==> src/rtl/stopwatch_bcd_counter_if.sv <==
// stopwatch_bcd_counter_if: timer tick, button pulses and display/status bundle for the stopwatch
interface stopwatch_bcd_counter_if;
  logic       i_base_tick;
  logic       i_start_stop;
  logic       i_clear;
  logic       i_lap;
  logic       o_timerenb;
  logic       o_lap_active;
  logic       o_overflow;
  logic [3:0] o_hund_ones;
  logic [3:0] o_hund_tens;
  logic [3:0] o_sec_ones;
  logic [3:0] o_sec_tens;
  logic [3:0] o_min_ones;
  logic [3:0] o_min_tens;
  modport master (
    output i_base_tick, i_start_stop, i_clear, i_lap,
    input  o_timerenb, o_lap_active, o_overflow,
    input  o_hund_ones, o_hund_tens, o_sec_ones, o_sec_tens, o_min_ones, o_min_tens
  );
  modport slave (
    input  i_base_tick, i_start_stop, i_clear, i_lap,
    output o_timerenb, o_lap_active, o_overflow,
    output o_hund_ones, o_hund_tens, o_sec_ones, o_sec_tens, o_min_ones, o_min_tens
  );
endinterface

==> src/rtl/stopwatch_bcd_counter.sv <==
// stopwatch_bcd_counter: MM:SS.hh BCD stopwatch with start/stop/clear/lap control
module stopwatch_bcd_counter #(
  parameter int MIN_WRAP = 60
) (
  input logic i_sclk,
  input logic i_reset_n,
  stopwatch_bcd_counter_if.slave sw
);
  typedef enum logic [1:0] {IDLE, RUNNING, PAUSED} state_t;
  localparam logic [3:0] WRAP_TENS = 4'((MIN_WRAP - 1) / 10);
  localparam logic [3:0] WRAP_ONES = 4'((MIN_WRAP - 1) % 10);
  localparam logic [5:0][3:0] DIGIT_MAX = {4'd9, 4'd9, 4'd5, 4'd9, 4'd9, 4'd9};
  state_t state, state_n;
  logic tick_d, run_tick, wrap, wrap_q, lap_on, lap_flip, lap_grab;
  logic [5:0][3:0] live, live_n, lap, disp;
  assign run_tick = sw.i_base_tick & ~tick_d & (state == RUNNING);
  assign wrap = (live[3:0] == 16'h5999) && (live[4] == WRAP_ONES) && (live[5] == WRAP_TENS);
  // lap toggles while held, but only a running stopwatch may take a new snapshot
  assign lap_flip = sw.i_lap & (lap_on | (state == RUNNING));
  assign lap_grab = lap_flip & ~lap_on & ~sw.i_clear;
  assign sw.o_hund_ones = disp[0];
  assign sw.o_hund_tens = disp[1];
  assign sw.o_sec_ones = disp[2];
  assign sw.o_sec_tens = disp[3];
  assign sw.o_min_ones = disp[4];
  assign sw.o_min_tens = disp[5];
  always_comb begin
    state_n = sw.i_clear ? IDLE : sw.i_start_stop ? ((state == RUNNING) ? PAUSED : RUNNING) : state;
  end
  always_comb begin
    logic carry;
    carry = 1'b1;
    live_n = live;
    for (int i = 0; i < 6; i++) begin
      live_n[i] = carry ? ((live[i] == DIGIT_MAX[i]) ? 4'd0 : live[i] + 4'd1) : live[i];
      carry = carry & (live[i] == DIGIT_MAX[i]);
    end
  end
  always_ff @(posedge i_sclk or negedge i_reset_n) begin
    if (!i_reset_n) begin
      state <= IDLE;
      tick_d <= 1'b0;
      live <= '0;
      lap <= '0;
      disp <= '0;
      wrap_q <= 1'b0;
      lap_on <= 1'b0;
      sw.o_lap_active <= 1'b0;
      sw.o_overflow <= 1'b0;
      sw.o_timerenb <= 1'b0;
    end else begin
      state <= state_n;
      tick_d <= sw.i_base_tick;
      live <= sw.i_clear ? '0 : !run_tick ? live : wrap ? '0 : live_n;
      wrap_q <= ~sw.i_clear & run_tick & wrap;
      lap_on <= ~sw.i_clear & (lap_on ^ lap_flip);
      if (lap_grab) lap <= live;
      disp <= lap_on ? lap : live;
      sw.o_lap_active <= lap_on;
      sw.o_overflow <= wrap_q;
      sw.o_timerenb <= (state_n == RUNNING);
    end
  end
endmodule
==> src/flat_wrapper.sv <==
// flat-port wrapper written by rule: the top's interface ports become plain ports
module stopwatch_bcd_counter_flat 
#(
  parameter int MIN_WRAP = 60
)
  (i_sclk, i_reset_n, sw_i_base_tick, sw_i_start_stop, sw_i_clear, sw_i_lap, sw_o_timerenb, sw_o_lap_active, sw_o_overflow, sw_o_hund_ones, sw_o_hund_tens, sw_o_sec_ones, sw_o_sec_tens, sw_o_min_ones, sw_o_min_tens);
  stopwatch_bcd_counter_if sw_i ();
  input logic i_sclk;
  input logic i_reset_n;
  input wire logic [$bits(sw_i.i_base_tick)-1:0] sw_i_base_tick;
  input wire logic [$bits(sw_i.i_start_stop)-1:0] sw_i_start_stop;
  input wire logic [$bits(sw_i.i_clear)-1:0] sw_i_clear;
  input wire logic [$bits(sw_i.i_lap)-1:0] sw_i_lap;
  output wire logic [$bits(sw_i.o_timerenb)-1:0] sw_o_timerenb;
  output wire logic [$bits(sw_i.o_lap_active)-1:0] sw_o_lap_active;
  output wire logic [$bits(sw_i.o_overflow)-1:0] sw_o_overflow;
  output wire logic [$bits(sw_i.o_hund_ones)-1:0] sw_o_hund_ones;
  output wire logic [$bits(sw_i.o_hund_tens)-1:0] sw_o_hund_tens;
  output wire logic [$bits(sw_i.o_sec_ones)-1:0] sw_o_sec_ones;
  output wire logic [$bits(sw_i.o_sec_tens)-1:0] sw_o_sec_tens;
  output wire logic [$bits(sw_i.o_min_ones)-1:0] sw_o_min_ones;
  output wire logic [$bits(sw_i.o_min_tens)-1:0] sw_o_min_tens;
  assign sw_i.i_base_tick = sw_i_base_tick;
  assign sw_i.i_start_stop = sw_i_start_stop;
  assign sw_i.i_clear = sw_i_clear;
  assign sw_i.i_lap = sw_i_lap;
  assign sw_o_timerenb = sw_i.o_timerenb;
  assign sw_o_lap_active = sw_i.o_lap_active;
  assign sw_o_overflow = sw_i.o_overflow;
  assign sw_o_hund_ones = sw_i.o_hund_ones;
  assign sw_o_hund_tens = sw_i.o_hund_tens;
  assign sw_o_sec_ones = sw_i.o_sec_ones;
  assign sw_o_sec_tens = sw_i.o_sec_tens;
  assign sw_o_min_ones = sw_i.o_min_ones;
  assign sw_o_min_tens = sw_i.o_min_tens;
  stopwatch_bcd_counter #(.MIN_WRAP(MIN_WRAP)) u_core (.i_sclk(i_sclk), .i_reset_n(i_reset_n), .sw(sw_i));
endmodule
==> config.mk <==
export PLATFORM = sky130hd
export DESIGN_NAME = stopwatch_bcd_counter_flat
export DESIGN_NICKNAME = d
export VERILOG_FILES = /design/src/rtl/stopwatch_bcd_counter_if.sv /design/src/rtl/stopwatch_bcd_counter.sv /design/src/flat_wrapper.sv
export SDC_FILE = /design/constraint.sdc
export NUM_CORES = 1
export LEC_CHECK = 0
export ABC_AREA = 1
export CORE_ASPECT_RATIO = 1.1
export CORE_MARGIN = 1.5
export CORE_UTILIZATION = 45
export DETAILED_ROUTE_END_ITERATION = 8
export PLACE_DENSITY_LB_ADDON = 0.25
export SLEW_MARGIN = 30
export SYNTH_ARGS = -nofsm -noshare
export SYNTH_HDL_FRONTEND = slang
export SYNTH_SLANG_ARGS = --single-unit
==> constraint.sdc <==
create_clock -name i_sclk -period 1.9 [get_ports i_sclk]
set_input_delay 0.285 -clock i_sclk [delete_from_list [all_inputs] [get_ports i_sclk]]
set_output_delay 0.285 -clock i_sclk [all_outputs]
set_load 0.02 [all_outputs]
Word level (Yosys, flattened, before mapping)
Index checks and enable logic that the tools add are counted.
- bits in registers: 80
- output and inout port bits: 27
- bitwise logic cells: 17
- add/subtract/negate cells: 6
- mux-type cells: 18
- equal/unequal tests: 10
- reductions and logical operators: 13
- operators with widths (cell ; number):
    24-bit 2-to-1 mux ; 4
    4-bit 2-to-1 mux ; 11
    4-bit by 1-bit adder with 4-bit output (second input constant) ; 6
    4-bit equality test (second input constant) ; 5
    16-bit by 15-bit equality test with 1-bit output (second input constant) ; 1
    3-bit nonzero test ; 5
    1-bit AND ; 12
    2-bit AND reduction ; 5
    4-bit by 3-bit equality test with 1-bit output (second input constant) ; 2
    2-bit 2-to-1 mux ; 3
    2-bit by 1-bit equality test with 1-bit output (second input constant) ; 2
    1-bit NOT ; 3
    1-bit logical AND ; 2
    2-bit nonzero test ; 1
    1-bit bitwise OR ; 1
    1-bit bitwise XOR ; 1

Logic depth before layout (Yosys ltp)
- word-level depth: 9
- depth in mapped cells: 11
- depth with buffers taken out: 11

Worst setup path after synthesis
Ideal clock, no wire load.
- kind: flip-flop to flip-flop
- start point: register u_core.lap_on
- end point: register u_core.lap[10] (netlist name)
- library setup time: 0.130 ns
- arrival time: 1.481 ns
- cell stages (with the launch flop): 10
- path buffers: 3
- path slack: 0.289 ns
- period minus slack after synthesis: 1.611 ns
- path through: dfrtp_1 > clkbuf_1 > inv_1 > a21boi_0 > ha_1 > nand2_1 > buf_4 > buf_4 > nand2_1 > o21ai_0
- cells in the longest elaborated chain, start to end: 4
- elaborated cells on any way between the ends: 5
- classes of those cells: bitwise (5)
- ends and longest elaborated chain (element ; RTL line ; text):
    start, declared ; stopwatch_bcd_counter.sv:14 ; logic tick_d, run_tick, wrap, wrap_q, lap_on, lap_flip, lap_grab;
    start signal, assigned ; stopwatch_bcd_counter.sv:56 ; lap_on <= ~sw.i_clear & (lap_on ^ lap_flip);
    1-bit bitwise OR ; stopwatch_bcd_counter.sv:19 ; assign lap_flip = sw.i_lap & (lap_on | (state == RUNNING));
    1-bit AND ; stopwatch_bcd_counter.sv:19 ;
    1-bit AND (*) (2 in series) ; stopwatch_bcd_counter.sv:20 ; assign lap_grab = lap_flip & ~lap_on & ~sw.i_clear;
    end signal, assigned ; stopwatch_bcd_counter.sv:57 ; if (lap_grab) lap <= live;
    end, declared ; stopwatch_bcd_counter.sv:15 ; logic [5:0][3:0] live, live_n, lap, disp;
Mark *: on every way between the ends. The rest lies on a longest branch, timed or not.
A chain may end at the register's enable or synchronous reset.

Worst setup path after layout
- start point: register u_core.disp, in the netlist u_core.sw.o_hund_ones[0]
- end point: output port sw_o_hund_ones[0]
- RTL lines (element ; RTL line ; text):
    start, declared ; stopwatch_bcd_counter.sv:15 ;
    start signal, assigned ; stopwatch_bcd_counter.sv:58 ; disp <= lap_on ? lap : live;
    end, declared ; flat_wrapper.sv:17 ; output wire logic [$bits(sw_i.o_hund_ones)-1:0] sw_o_hund_ones;
No word-level cell between the ends.

==> out/qor.log <==
[critical_path] class of the most critical setup path flip-flop to output pin
[logic_synthesis] post-synthesis xor/xnor area fraction 1.232%
[pwr] leakage power figure 1.923 nW
[pwr] combinational share of power 18.5%
[timing] sum of negative setup slack 0 ps
[logic_synthesis] Top FF cell, synth dfrtp_1
[clocking] CTS tree done
[logic_synthesis] number of flops mapped to enable cells by yosys 0
[logic_synthesis] mux contribution to synthesized area 0%
[logic_synthesis] average cell area after synthesis 9.479 sq um
[clocking] clock-pin slew on the worst setup and hold paths 80 ps
[place] placed wire-length estimate after detailed placement 4.250 mm
[place] placed inst area 3994 sq um
[logic_synthesis] top cell types by occurrence after synthesis dfrtp_1 (80), nand2_1 (80), o21ai_0 (59)
[logic_synthesis] Yosys warnings 0
[global_routing] global router's overall resource usage 17.22%
[routing] routed wire length on met2 2.940 mm
[logic_synthesis] dominant combinational cell family by area after synthesis simple AND/OR/NAND/NOR gates
[critical_path] critical-path maximum fanout 1
[cells_and_area] filler cell count in the final layout 673
[critical_path] CP Buf/Inv Count 1
[die] starting utilization of the core area 47.04%
[pwr] power per unit of standard cell area 1005 nW/um^2
[logic_synthesis] total standard cell area after synthesis 3555 sq um
[logic_synthesis] top post-synthesis cells by area dfrtp_1 (56%), nand2_1 (8.4%), o21ai_0 (8.3%)
[critical_path] critical path, cell by cell clkdlybuf4s50_1
[timing] setup repair after global routing missed its margin false
[timing] final setup skew 7.383 ps
[timing] Final Worst Setup Slack 329.0 ps
[clocking] Sinks on Clock Net 80
[job] total of max-cap violations 0
[routing] drt first pass iters 5
[place] pre-CTS setup slack 179.1 ps
[global_routing] number of global-route vias before repair 2482
[timing] Setup Viol. Count Final 0
[cells_and_area] Antenna Cells 0
[die] area of the core 7556 sq um
[timing] Final Slew Violations 0
[routing] routed via count 2571
[pwr] sequential group share of total power 50.0%
[routing] detailed-route wire length 6.228 mm
[routing] detail-routed net length per standard cell 11.98 um
[logic_synthesis] post-synthesis net count 394
[critical_path] critical path arrival 1290 ps
[timing] final hold violation count 0
[clocking] TritonCTS buffer count 9
[global_routing] total congestion overflow 0
[die] num rows 33
[clocking] total number of H-tree levels 3
[routing] DRT met1 WL 2.924 mm
[logic_synthesis] sequential cell area fraction in the yosys report 56.32%
[routing] DRC violations left 0
[logic_synthesis] post-synthesis compound-gate area fraction 11.40%
[timing] share of the clock period used by the worst path 82.68%
[routing] met3 layer wire length in the routed design 262 um
[logic_synthesis] area fraction in and, or, nand and nor cells after synthesis 19.89%
[logic_synthesis] post-synthesis cell type count 36
[die] Total Die Area 8442 sq um
[routing] first-iteration detailed-routing DRC count 119
[routing] post-detailed-route count of antenna-violating nets 0
[die] I/O pin count 33
[timing] actual slew at the worst max-slew pin 435.3 ps
[global_routing] global-route wire length before repair 11.12 mm
[timing] top achievable clock speed 636.5 MHz
[logic_synthesis] adder and majority cell fraction of the synthesized area 4.576%
[critical_path] Setup crit start kind flip-flop
[critical_path] worst endpoint required time 1620 ps
[critical_path] minimum setup slack among reg-to-reg paths 330 ps
[logic_synthesis] number of synthesized register bits 80
[cells_and_area] Area Growth Syn to Fin 18.48%
[routing] vias per cell 4.944
[global_routing] antenna violations before repair 0
[cells_and_area] finished layout cell area 4212 sq um
[global_routing] largest net degree at the start of global routing 50
[logic_synthesis] portion of synthesized cell area occupied by the leading cell type 56.32%
[outcome] status finished, final reports clean
[critical_path] crit path capture type output pin
[clocking] insertion delay of the later-clocked pin in the worst-skew pair 350 ps
[critical_path] Worst path max stage delay 610 ps
[cells_and_area] net count reported at finish 431
[hold_path] class of the worst hold path flip-flop to flip-flop
[timing] relative slew slack 70.98%
[cells_and_area] fraction of layout instances using a drive strength above 1 10.84%
[place] IO buf count 32
[logic_synthesis] Syn Inst Count 375
[logic_synthesis] async set-reset flop share out of synthesis 100.0%
[die] horizontal extent of the die 87.74 um
[pwr] power share of the clock group 31.5%
[routing] top routing layer in use met4
[pwr] cell-internal power 0.003045 W
[place] routability-driven placement congestion ratio 0.7708
[pwr] VDD IR-drop max 0.4332 mV
[pwr] Switching Fraction 28.03%
[clocking] Clock Tree Root clkbuf_8
[logic_synthesis] most area-hungry cell type in the Yosys netlist dfrtp_1
[critical_path] highest-delay cell along the critical path clkdlybuf4s50_1
[timing] Final Critical Period 1571 ps
[pwr] switching power summed over all nets 0.001186 W
[die] die height 96.22 um
[cells_and_area] Util after Layout 55.74%
[critical_path] CP top delay family buffers and inverters
[clocking] number of buffers on the longest clock path 2
## cell families after synthesis
| kind of cell | count (synthesis) |
|---|---|
| compound gates | 76 |
| xor+xnor | 5 |
| fa+ha+maj | 13 |
| buf+inv | 53 |
| flops | 80 |
| simple gates | 148 |
## repair_timing
item,4_1_cts,5_1_grt
setup buffers,0,0
gates resized for setup,0,0
hold endpoints to repair,29,0
hold buffers,1,0
## cell usage in the layout (no fill, tap or decap), types with 5 or more instances in the layout
cell and count:
nand2_1 80, nand3_1 18, nand4_1 5, o21ai_0 59, inv_1 37, dfrtp_1 80, clkdlybuf4s50_1 31, ha_1 13
a21oi_1 6, nor3_1 8, clkbuf_8 10, nor2_1 16
## power by group through the flow
stage          clock, W  sequential [W]  combinational, W
2_1_floorplan         0         0.00223          0.000387
3_3_place_gp          0         0.00214          0.000776
3_5_place_dp          0         0.00215          0.000791
4_1_cts         0.00136         0.00212          0.000795
5_1_grt         0.00143         0.00215          0.000899
6_report        0.00133         0.00212          0.000782
## cell type report
type / instances / area (sq um) / area share, %
clock buffers: 10 / 137.6 / 3.268
clock inverters: 4 / 70.07 / 1.664
inverters: 41 / 161.4 / 3.832
multi-input cells: 242 / 1319 / 31.31
flip-flops and latches: 80 / 2002 / 47.53
well taps: 105 / 131.4 / 3.119
repair buffers: 38 / 390.4 / 9.269
## layer usage
layer	up-vias	track usage [%]
met2	62	27.80
li1	1284	-
met4	0	8.598
met5	-	0
met3	8	4.202
met1	1217	21.53
## per-stage QoR
step           std cells  total power, W  hold slack [ps]
3_3_place_gp         505        0.002913            243.4
5_1_grt              520        0.004480            369.1
2_1_floorplan        375        0.002614           -10.59
4_1_cts              520        0.004274            353.8
3_5_place_dp         505        0.002939            245.6
6_report             520        0.004231            356.1
## worst paths after layout
kind | from | endpoint | cells past startpoint
worst max-delay path | u_core.sw.o_hund_ones[0] | sw_o_hund_ones[0] | 1
worst min-delay path | u_core.wrap_q | u_core.sw.o_overflow | 0
worst max register to register | u_core.live[9] | u_core.live[15] | 9
worst min register to register | u_core.wrap_q | u_core.sw.o_overflow | 0
max in group asynchronous | i_reset_n | u_core.lap[21] | 3
min in group asynchronous | i_reset_n | u_core.sw.o_hund_ones[2] | 2
## flip-flops by register name (all words and copies together) (netlist names)
register                flops
u_core.sw.o_hund_ones       4
u_core.lap                 24
u_core.sw.o_sec_tens        4
u_core.wrap_q               1
u_core.sw.o_min_ones        4
u_core.live                24
u_core.sw.o_timerenb        1
u_core.tick_d               1
u_core.sw.o_lap_active      1
u_core.sw.o_min_tens        4
u_core.state                2
u_core.lap_on               1
u_core.sw.o_overflow        1
u_core.sw.o_hund_tens       4
u_core.sw.o_sec_ones        4
No activity file was read; power rests on OpenSTA's default activity.
==> RTL edit (same flow settings) <==
Re-encode `state_t` (3 states) as one-hot, 3 bits wide.
--- a/src/rtl/stopwatch_bcd_counter.sv
+++ b/src/rtl/stopwatch_bcd_counter.sv
@@ -8,3 +8,3 @@
 );
-  typedef enum logic [1:0] {IDLE, RUNNING, PAUSED} state_t;
+  typedef enum logic [2:0] {IDLE = 3'b001, RUNNING = 3'b010, PAUSED = 3'b100} state_t;
   localparam logic [3:0] WRAP_TENS = 4'((MIN_WRAP - 1) / 10);
Formal check against the unedited RTL: no difference found for any inputs over 10 cycles, from zero or initial values and one cycle with i_reset_n low; not proved beyond that.
==> RTL edit against the unedited design <==
- final area up 0.21%
- sequential cell count up 1
- wire length up 4.1%
- clock skew up 0.0031 ns
- total power up 1.1%
- count of clock-buffer cells in the layout up 2
- worst setup slack worse by 0.060 ns
- die area down 0.55%
- first-iteration DRC count up 59%
- synthesized area down 0.56%
- critical path type is now flop to flop
==> RTL edit: results (changes against the unedited design) <==
Place
The global placer's final weighted congestion is 0.798 (+3.5%). The detailed placer's ending HPWL is 4330 um (+1.9%).

Synthesis
The number of distinct library cells after synthesis is 35 (-2.8%). The net count after synthesis is 389 (-1.3%). The post-synthesis sequential area ratio is 0.574 (+0.0106). Counting instances in the post-synthesis netlist gives the leading cell types as sky130_fd_sc_hd__nand2_1 (82), sky130_fd_sc_hd__dfrtp_1 (80), sky130_fd_sc_hd__o21ai_0 (35). The arithmetic-cell share of the synthesized area counting full adders, half adders and majority gates is 0.0460 (+0.000259). After synthesis, the cell types taking the most area are sky130_fd_sc_hd__dfrtp_1 (57%), sky130_fd_sc_hd__nand2_1 (8.7%), sky130_fd_sc_hd__o21ai_0 (5.0%). The share of the synthesized netlist area taken by xor and xnor gates is 0.0173 (+0.00503).

Worst setup path
The number of cells on the worst reg-to-reg path came to 8 (-1). The startpoint-to-endpoint class of the critical path is flop to flop. The slowest cell on the critical path is sky130_fd_sc_hd__dfstp_2. In this run the critical register-to-register path is captured at u_core.lap[19]$_DFFE_PN0P_. The reg-to-reg setup timing slack is 0.27 ns (-0.06 ns). The worst path arrival time is 1.91 ns (+0.62 ns). In this run the critical register-to-register path is launched from u_core.state[0]$_DFF_PN1_. The top cell family by delay on the critical path is flip-flops.

Run status
The run finished with clean final reports.

Global route
The first-pass GRT wire length is 11300 um (+1.9%). The via count of the first global-routing pass is 2494 (+0.48%). The pin count of the biggest net entering global routing is 82 (+64%). The all-layer global routing usage is 0.178 (+0.00542).

Routing
The total detailed-routing wirelength is 6490 um (+4.1%). The amount of wire on met3 after detailed routing is 257 um (-1.9%). The number of search-and-repair iterations in the first detailed-routing pass is 4 (-1). The total via count in the routed design is 2580 (+0.35%).

The number of DRC markers after the initial detailed-route iteration is 189 (+59%).

Power
The clock network power share is 0.334 (+0.019).
RTL edit: layer usage:
layer | vias up | track usage
li1 | 1280 | -
met3 | 13 | 0.0360
met1 | 1225 | 0.219
met5 | - | 0
met4 | 0 | 0.0979
met2 | 62 | 0.292
RTL edit: through the flow:
stage | hold WS [ns] | power, mW | worst slack, ns | area (um2) | instances
final | 0.366 | 4.28 | 0.269 | 4220 | 518
after global routing | 0.374 | 4.52 | 0.0547 | 4220 | 518
after CTS | 0.372 | 4.32 | 0.260 | 4220 | 518
after detailed placement | 0.348 | 2.89 | 0.133 | 3980 | 501
after global placement | 0.346 | 2.86 | 0.184 | 3980 | 501
after floorplan | -0.0106 | 2.58 | 0.280 | 3530 | 370
RTL edit: layout make-up:
type / count / area [um2]
Sequential cell: 81 / 2030
Inverter: 37 / 141
Tap cell: 105 / 131
Timing Repair Buffer: 39 / 385
Multi-Input combinational cell: 240 / 1300
Clock inverter: 4 / 76.3
Clock buffer: 12 / 155
Fill cell: 670 / 3290
